$ cat config.mk
export PLATFORM = sky130hd
export DESIGN_NAME = baby_ram_load_ctrl
export DESIGN_NICKNAME = d
export VERILOG_FILES = /design/src/rtl/baby_load_pkg.sv /design/src/rtl/baby_load_addr_ctr.sv /design/src/rtl/baby_ram_load_ctrl.sv
export SDC_FILE = /design/constraint.sdc
export NUM_CORES = 1
export LEC_CHECK = 0
export ABC_AREA = 1
export CORE_AREA = 2 2 55 42
export CTS_BUF_LIST = sky130_fd_sc_hd__clkbuf_4 sky130_fd_sc_hd__clkbuf_8 sky130_fd_sc_hd__clkbuf_16
export DETAILED_ROUTE_END_ITERATION = 6
export DIE_AREA = 0 0 57 44
export DONT_BUFFER_PORTS = 1
export PLACE_DENSITY = 0.77
export SYNTH_ARGS = -nofsm -noshare
export SYNTH_HDL_FRONTEND = slang
export SYNTH_HIERARCHICAL = 1
export SYNTH_SLANG_ARGS = --single-unit
$ cat constraint.sdc
create_clock -name clk_i -period 2.3 [get_ports clk_i]
set_clock_uncertainty 0.15 [all_clocks]
set_input_delay 0.345 -clock clk_i [delete_from_list [all_inputs] [get_ports clk_i]]
set_output_delay 0.345 -clock clk_i [all_outputs]
set_load 0.01 [all_outputs]
$ cat src/rtl/baby_load_pkg.sv
// Shared types and constants for the Baby store program loader.
package baby_load_pkg;

  // Bytes shifted into the 8->32 assembler for each store word.
  localparam int unsigned BYTES_PER_WORD = 4;

  // Width of the per-word byte counter (counts 0..BYTES_PER_WORD-1).
  localparam int unsigned BYTE_CNT_W = 2;

  typedef enum logic [2:0] {
    StIdle,
    StCollect,
    StSettle,
    StWrite,
    StDone
  } load_state_e;

endpackage

$ cat src/rtl/baby_load_addr_ctr.sv
// Word address counter for the loader: synchronous clear, increment and a
// last-word flag so the FSM can stop before the counter would wrap.
module baby_load_addr_ctr
  import baby_load_pkg::*;
#(
  parameter int unsigned ADDR_W = 5,
  parameter int unsigned WORDS  = 32
) (
  input  logic              clk_i,
  input  logic              reset_i,
  input  logic              clr_i,
  input  logic              inc_i,
  output logic [ADDR_W-1:0] addr_o,
  output logic              last_o
);

  localparam logic [ADDR_W-1:0] LastAddr = ADDR_W'(WORDS - 1);

  logic [ADDR_W-1:0] addr_d, addr_q;

  // Next address: clear has priority over increment.
  always_comb begin
    addr_d = addr_q;
    if (clr_i) begin
      addr_d = '0;
    end else if (inc_i) begin
      addr_d = addr_q + ADDR_W'(1);
    end
  end

  // Address register.
  always_ff @(posedge clk_i or posedge reset_i) begin
    if (reset_i) begin
      addr_q <= '0;
    end else begin
      addr_q <= addr_d;
    end
  end

  assign addr_o = addr_q;
  assign last_o = (addr_q == LastAddr);

endmodule

$ cat src/rtl/baby_ram_load_ctrl.sv
// Byte-serial program loader for the Manchester Baby store. Collects bytes
// over valid/ready, pulses the external assembler, and writes each completed
// word to RAM at an auto-incrementing address until the store is full.
module baby_ram_load_ctrl
  import baby_load_pkg::*;
#(
  parameter int unsigned ADDR_W         = 5,
  parameter int unsigned WORDS          = 32,
  parameter int unsigned BYTES_PER_WORD = baby_load_pkg::BYTES_PER_WORD
) (
  input  logic              clk_i,
  input  logic              reset_i,
  input  logic              start_i,
  input  logic              abort_i,
  input  logic [7:0]        byte_i,
  input  logic              byte_valid_i,
  output logic              byte_ready_o,
  output logic [7:0]        asm_byte_o,
  output logic              asm_shift_o,
  output logic              asm_clr_o,
  output logic [ADDR_W-1:0] ram_addr_o,
  output logic              ram_we_o,
  input  logic              ram_ack_i,
  output logic              busy_o,
  output logic              done_o
);

  localparam logic [BYTE_CNT_W-1:0] LastByte = BYTE_CNT_W'(BYTES_PER_WORD - 1);

  load_state_e           state_d, state_q;
  logic [BYTE_CNT_W-1:0] byte_cnt_d, byte_cnt_q;
  logic [7:0]            asm_byte_d, asm_byte_q;
  logic                  asm_shift_d, asm_shift_q;
  logic                  asm_clr_d, asm_clr_q;
  logic                  addr_clr, addr_inc, addr_last;

  baby_load_addr_ctr #(
    .ADDR_W (ADDR_W),
    .WORDS  (WORDS)
  ) u_addr_ctr (
    .clk_i   (clk_i),
    .reset_i (reset_i),
    .clr_i   (addr_clr),
    .inc_i   (addr_inc),
    .addr_o  (ram_addr_o),
    .last_o  (addr_last)
  );

  // Next-state and assembler-control decode; abort overrides everything.
  always_comb begin
    state_d     = state_q;
    byte_cnt_d  = byte_cnt_q;
    asm_byte_d  = asm_byte_q;
    asm_shift_d = 1'b0;
    asm_clr_d   = 1'b0;
    addr_clr    = 1'b0;
    addr_inc    = 1'b0;

    if (abort_i) begin
      state_d    = StIdle;
      asm_clr_d  = 1'b1;
      byte_cnt_d = '0;
      addr_clr   = 1'b1;
    end else begin
      unique case (state_q)
        StIdle, StDone: begin
          if (start_i) begin
            state_d    = StCollect;
            asm_clr_d  = 1'b1;
            byte_cnt_d = '0;
            addr_clr   = 1'b1;
          end
        end
        StCollect: begin
          // Byte is registered now; the shift pulse follows in the next cycle
          // so the assembler sees a byte that has been stable all cycle.
          if (byte_valid_i) begin
            asm_byte_d  = byte_i;
            asm_shift_d = 1'b1;
            byte_cnt_d  = byte_cnt_q + BYTE_CNT_W'(1);
            if (byte_cnt_q == LastByte) begin
              state_d = StSettle;
            end
          end
        end
        StSettle: begin
          // Final shift pulse completes here before the write is requested.
          state_d = StWrite;
        end
        StWrite: begin
          // Last-word check precedes the increment so the counter never wraps.
          if (ram_ack_i) begin
            if (addr_last) begin
              state_d = StDone;
            end else begin
              addr_inc   = 1'b1;
              byte_cnt_d = '0;
              state_d    = StCollect;
            end
          end
        end
        default: begin
          state_d = StIdle;
        end
      endcase
    end
  end

  // State and registered assembler controls.
  always_ff @(posedge clk_i or posedge reset_i) begin
    if (reset_i) begin
      state_q     <= StIdle;
      byte_cnt_q  <= '0;
      asm_byte_q  <= '0;
      asm_shift_q <= 1'b0;
      asm_clr_q   <= 1'b0;
    end else begin
      state_q     <= state_d;
      byte_cnt_q  <= byte_cnt_d;
      asm_byte_q  <= asm_byte_d;
      asm_shift_q <= asm_shift_d;
      asm_clr_q   <= asm_clr_d;
    end
  end

  assign asm_byte_o   = asm_byte_q;
  assign asm_shift_o  = asm_shift_q;
  assign asm_clr_o    = asm_clr_q;
  assign byte_ready_o = (state_q == StCollect);
  assign ram_we_o     = (state_q == StWrite);
  assign done_o       = (state_q == StDone);
  assign busy_o       = (state_q != StIdle) && (state_q != StDone);

endmodule

==> flow_summary.toml <==
[die]
coreArea_mm2 = 0.001997
num_rows = 14
pin_count = 33
die-area_mm2 = 0.002508
die_height_um = 44
die_w_um = 57
initial_core_util_pct = 51.82

[pwr]
p_clk_share_pct = 23.5
ir_worst_vdd_v = 0.0006236
power.internal_mw = 0.7487
power_density_mw_per_mm2 = 1005
comb_power_share_pct = 29.6
pwr-share-seq_pct = 46.9
switchingPower_mw = 0.4725
p_leak_nw = 0.6442
p_sw_share_pct = 38.69

[route]
avgViaCountPerCell = 5.292
wl_met1_um = 978
first_iter_violations = 30
drc = 0
wl_met2_um = 995
vias = 905
routed_wl_mm = 2.179
drt-pass1-iter-count = 5
antenna_left = 0
dr_wl_met3_um = 171
wl_per_cell_um = 12.74
highest_layer = "met4"

[cts]
clk_pin_slew_worst_paths_ns = 0.11
postCtsHoldBufs = 9
clk_latency_ns = 0.31
tritoncts = "done"
root_buffer = "clkbuf_4"
cts_buffers = 3
clock-sinks = 20
cts_max_path_buffers = 2
post_cts_resized = 0
htreeDepth = 1
post_cts_buffers = 0

[synthesis]
yosysUniqueCellTypes = 19
yosys_warnings = 6
postSynthCellCount = 133
synth.cell_area_mm2 = 0.001035
synth-compound-area-share_pct = 4.716
yosysTopAreaCell = "dfrtp_1"
netlist.area_leader.share_pct = 48.37
ys_seq_area_share_pct = 48.37
synth-simple-area-share_pct = 36.28
synth_adder_area_share_pct = 3.628
syn_avg_cell_area_um2 = 7.780
synthMuxAreaShare_pct = 0
synth_top_family_by_area = "simple AND/OR/NAND/NOR gates"
ys_ff_latch = 20
synth-xor-area-share_pct = 0
synth.area.top_cells = "dfrtp_1 48%, nand2_1 18%, nor2_1 4.7%"
synth_fp_nets = 150

[sta]
hold_violations = 0
rsz0062_at_grt = "false"
worstMarginPinSlew_ns = 0.5518
report.final.slew_viol_count = 0
max_freq_ghz = 0.5016
worst_slack_ns = 0.3065
tns_ns = 0
period_minus_slack_ns = 1.993
slew-limit-headroom_pct = 63.18
setup_viol = 0
finalCritPeriodShare_pct = 86.67

[setup_path]
start_kind = "register"
endpoint_kind = "register"
critPathMaxFanout = 5
critPathKind = "reg -> reg"
critPathArrivalTime_ns = 2.06
critPathRequiredTime_ns = 2.36

[run_status]
outcome = "complete, no violations"

[global_routing]
antenna_found_initial = 0
grt_max_degree = 16
grt_pass1_vias = 866
grt_use_total_pct = 19.59
overflow = 0
grt_pass1_wl_mm = 3.663

[placement]
place_congestion = 0.8177
pre_cts_slack_ns = 0.3315
dpl.hpwl_mm = 1.596
io_buffers = 0

[job]
max_cap_viol_count = 0

[layout]
layout_commonest_cell = "nand2_1"
n_antenna_cell = 0
syn_to_final_growth_pct = 17.41
final_layout_size_suffix_gt1_share_pct = 13.61
nNetsFinal = 165
nFillCells = 182
layout_common_cells = "50 x nand2_1, 20 x dfrtp_1, 13 x nor2_1, 12 x inv_1, 9 x dlygate4sd3_1"

[worst_hold_path]
hold_class = "in -> reg"
==> flip-flops by register name, summed over array words and instances (netlist names) <==
| name | cells |
|---|---|
| u_addr_ctr/addr_o | 5 |
| asm_shift_o | 1 |
| state_q | 3 |
| asm_clr_o | 1 |
| byte_cnt_q | 2 |
| asm_byte_o | 8 |
==> synthesized netlist by cell type, drive strengths merged <==
cell type and number:
inv 16, nor3 1, dfrtp 20, a21oi 5, nand2 51, nand4 2
nand3 10, o21ai 4, clkinv 2, nor2 19, ha 3
==> per-layer routing <==
layer / track usage, % / vias to the layer above
li1: - / 440
met3: 6.269 / 6
met2: 29.66 / 36
met1: 26.45 / 423
met4: 7.907 / 0
met5: 0 / -
==> layout make-up <==
| type | count | area [um2] | area share (%) |
|---|---|---|---|
| clock inverter | 1 | 30.03 | 2.472 |
| inverter | 18 | 72.57 | 5.973 |
| sequential | 20 | 500.5 | 41.19 |
| tap | 24 | 30.03 | 2.472 |
| clock buffer | 3 | 22.52 | 1.854 |
| multi-input combinational | 95 | 461.7 | 38.00 |
| timing repair buffer | 10 | 97.59 | 8.033 |
==> per-stage QoR <==
stage | hold WS, ns | instance area [um2] | utilization, % | instances | total power, mW
final | 0.04317 | 1215 | 60.84 | 171 | 1.221
after global routing | 0.05469 | 1215 | 60.84 | 171 | 1.310
after CTS | 0.03155 | 1215 | 60.84 | 171 | 1.228
after detailed placement | 0.001571 | 1072 | 53.70 | 158 | 0.9227
after global placement | 0.002321 | 1072 | 53.70 | 158 | 0.9043
after floorplan | -0.02648 | 1035 | - | 133 | 0.8452
==> worst max-delay path, cell delays in order (launching register included) <==
cell,delay (ns)
dfrtp_1,0.46
ha_1,0.24
nand2_1,0.06
nor2_1,0.04
ha_1,0.20
nor3_1,0.19
buf_4,0.16
nor2_2,0.06
nor2_4,0.14
nand3_2,0.07
nand2_1,0.08
nor2_2,0.03
==> worst paths after layout <==
path | from | end | slack, ns | cells after the start
max in group asynchronous | reset_i | state_q[0] | 1.26 | 2
hold reg to reg | byte_cnt_q[1] | byte_cnt_q[1] | 0.35 | 2
min in group asynchronous | reset_i | u_addr_ctr/addr_o[3] | 0.23 | 2
hold / removal | abort_i | state_q[1] | 0.04 | 3
setup reg to reg | u_addr_ctr/addr_o[0] | u_addr_ctr/addr_o[3] | 0.31 | 11
setup / recovery | u_addr_ctr/addr_o[0] | u_addr_ctr/addr_o[3] | 0.31 | 11
==> power groups by stage <==
| stage | Clock (mW) | Combinational (mW) | Sequential (mW) |
|---|---|---|---|
| final | 0.287 | 0.361 | 0.573 |
| after global routing | 0.307 | 0.421 | 0.582 |
| after CTS | 0.296 | 0.361 | 0.571 |
| after detailed placement | 0 | 0.348 | 0.574 |
| after global placement | 0 | 0.330 | 0.574 |
| after floorplan | 0 | 0.289 | 0.556 |
==> logic make-up after synthesis <==
group	count (synthesis)
adder cells (fa/ha/maj)	3
buffers and inverters	18
flip-flops	20
AND/OR/NAND/NOR	83
AO/OA/AOI/OAI	9
(Power assumes the default switching activity.)
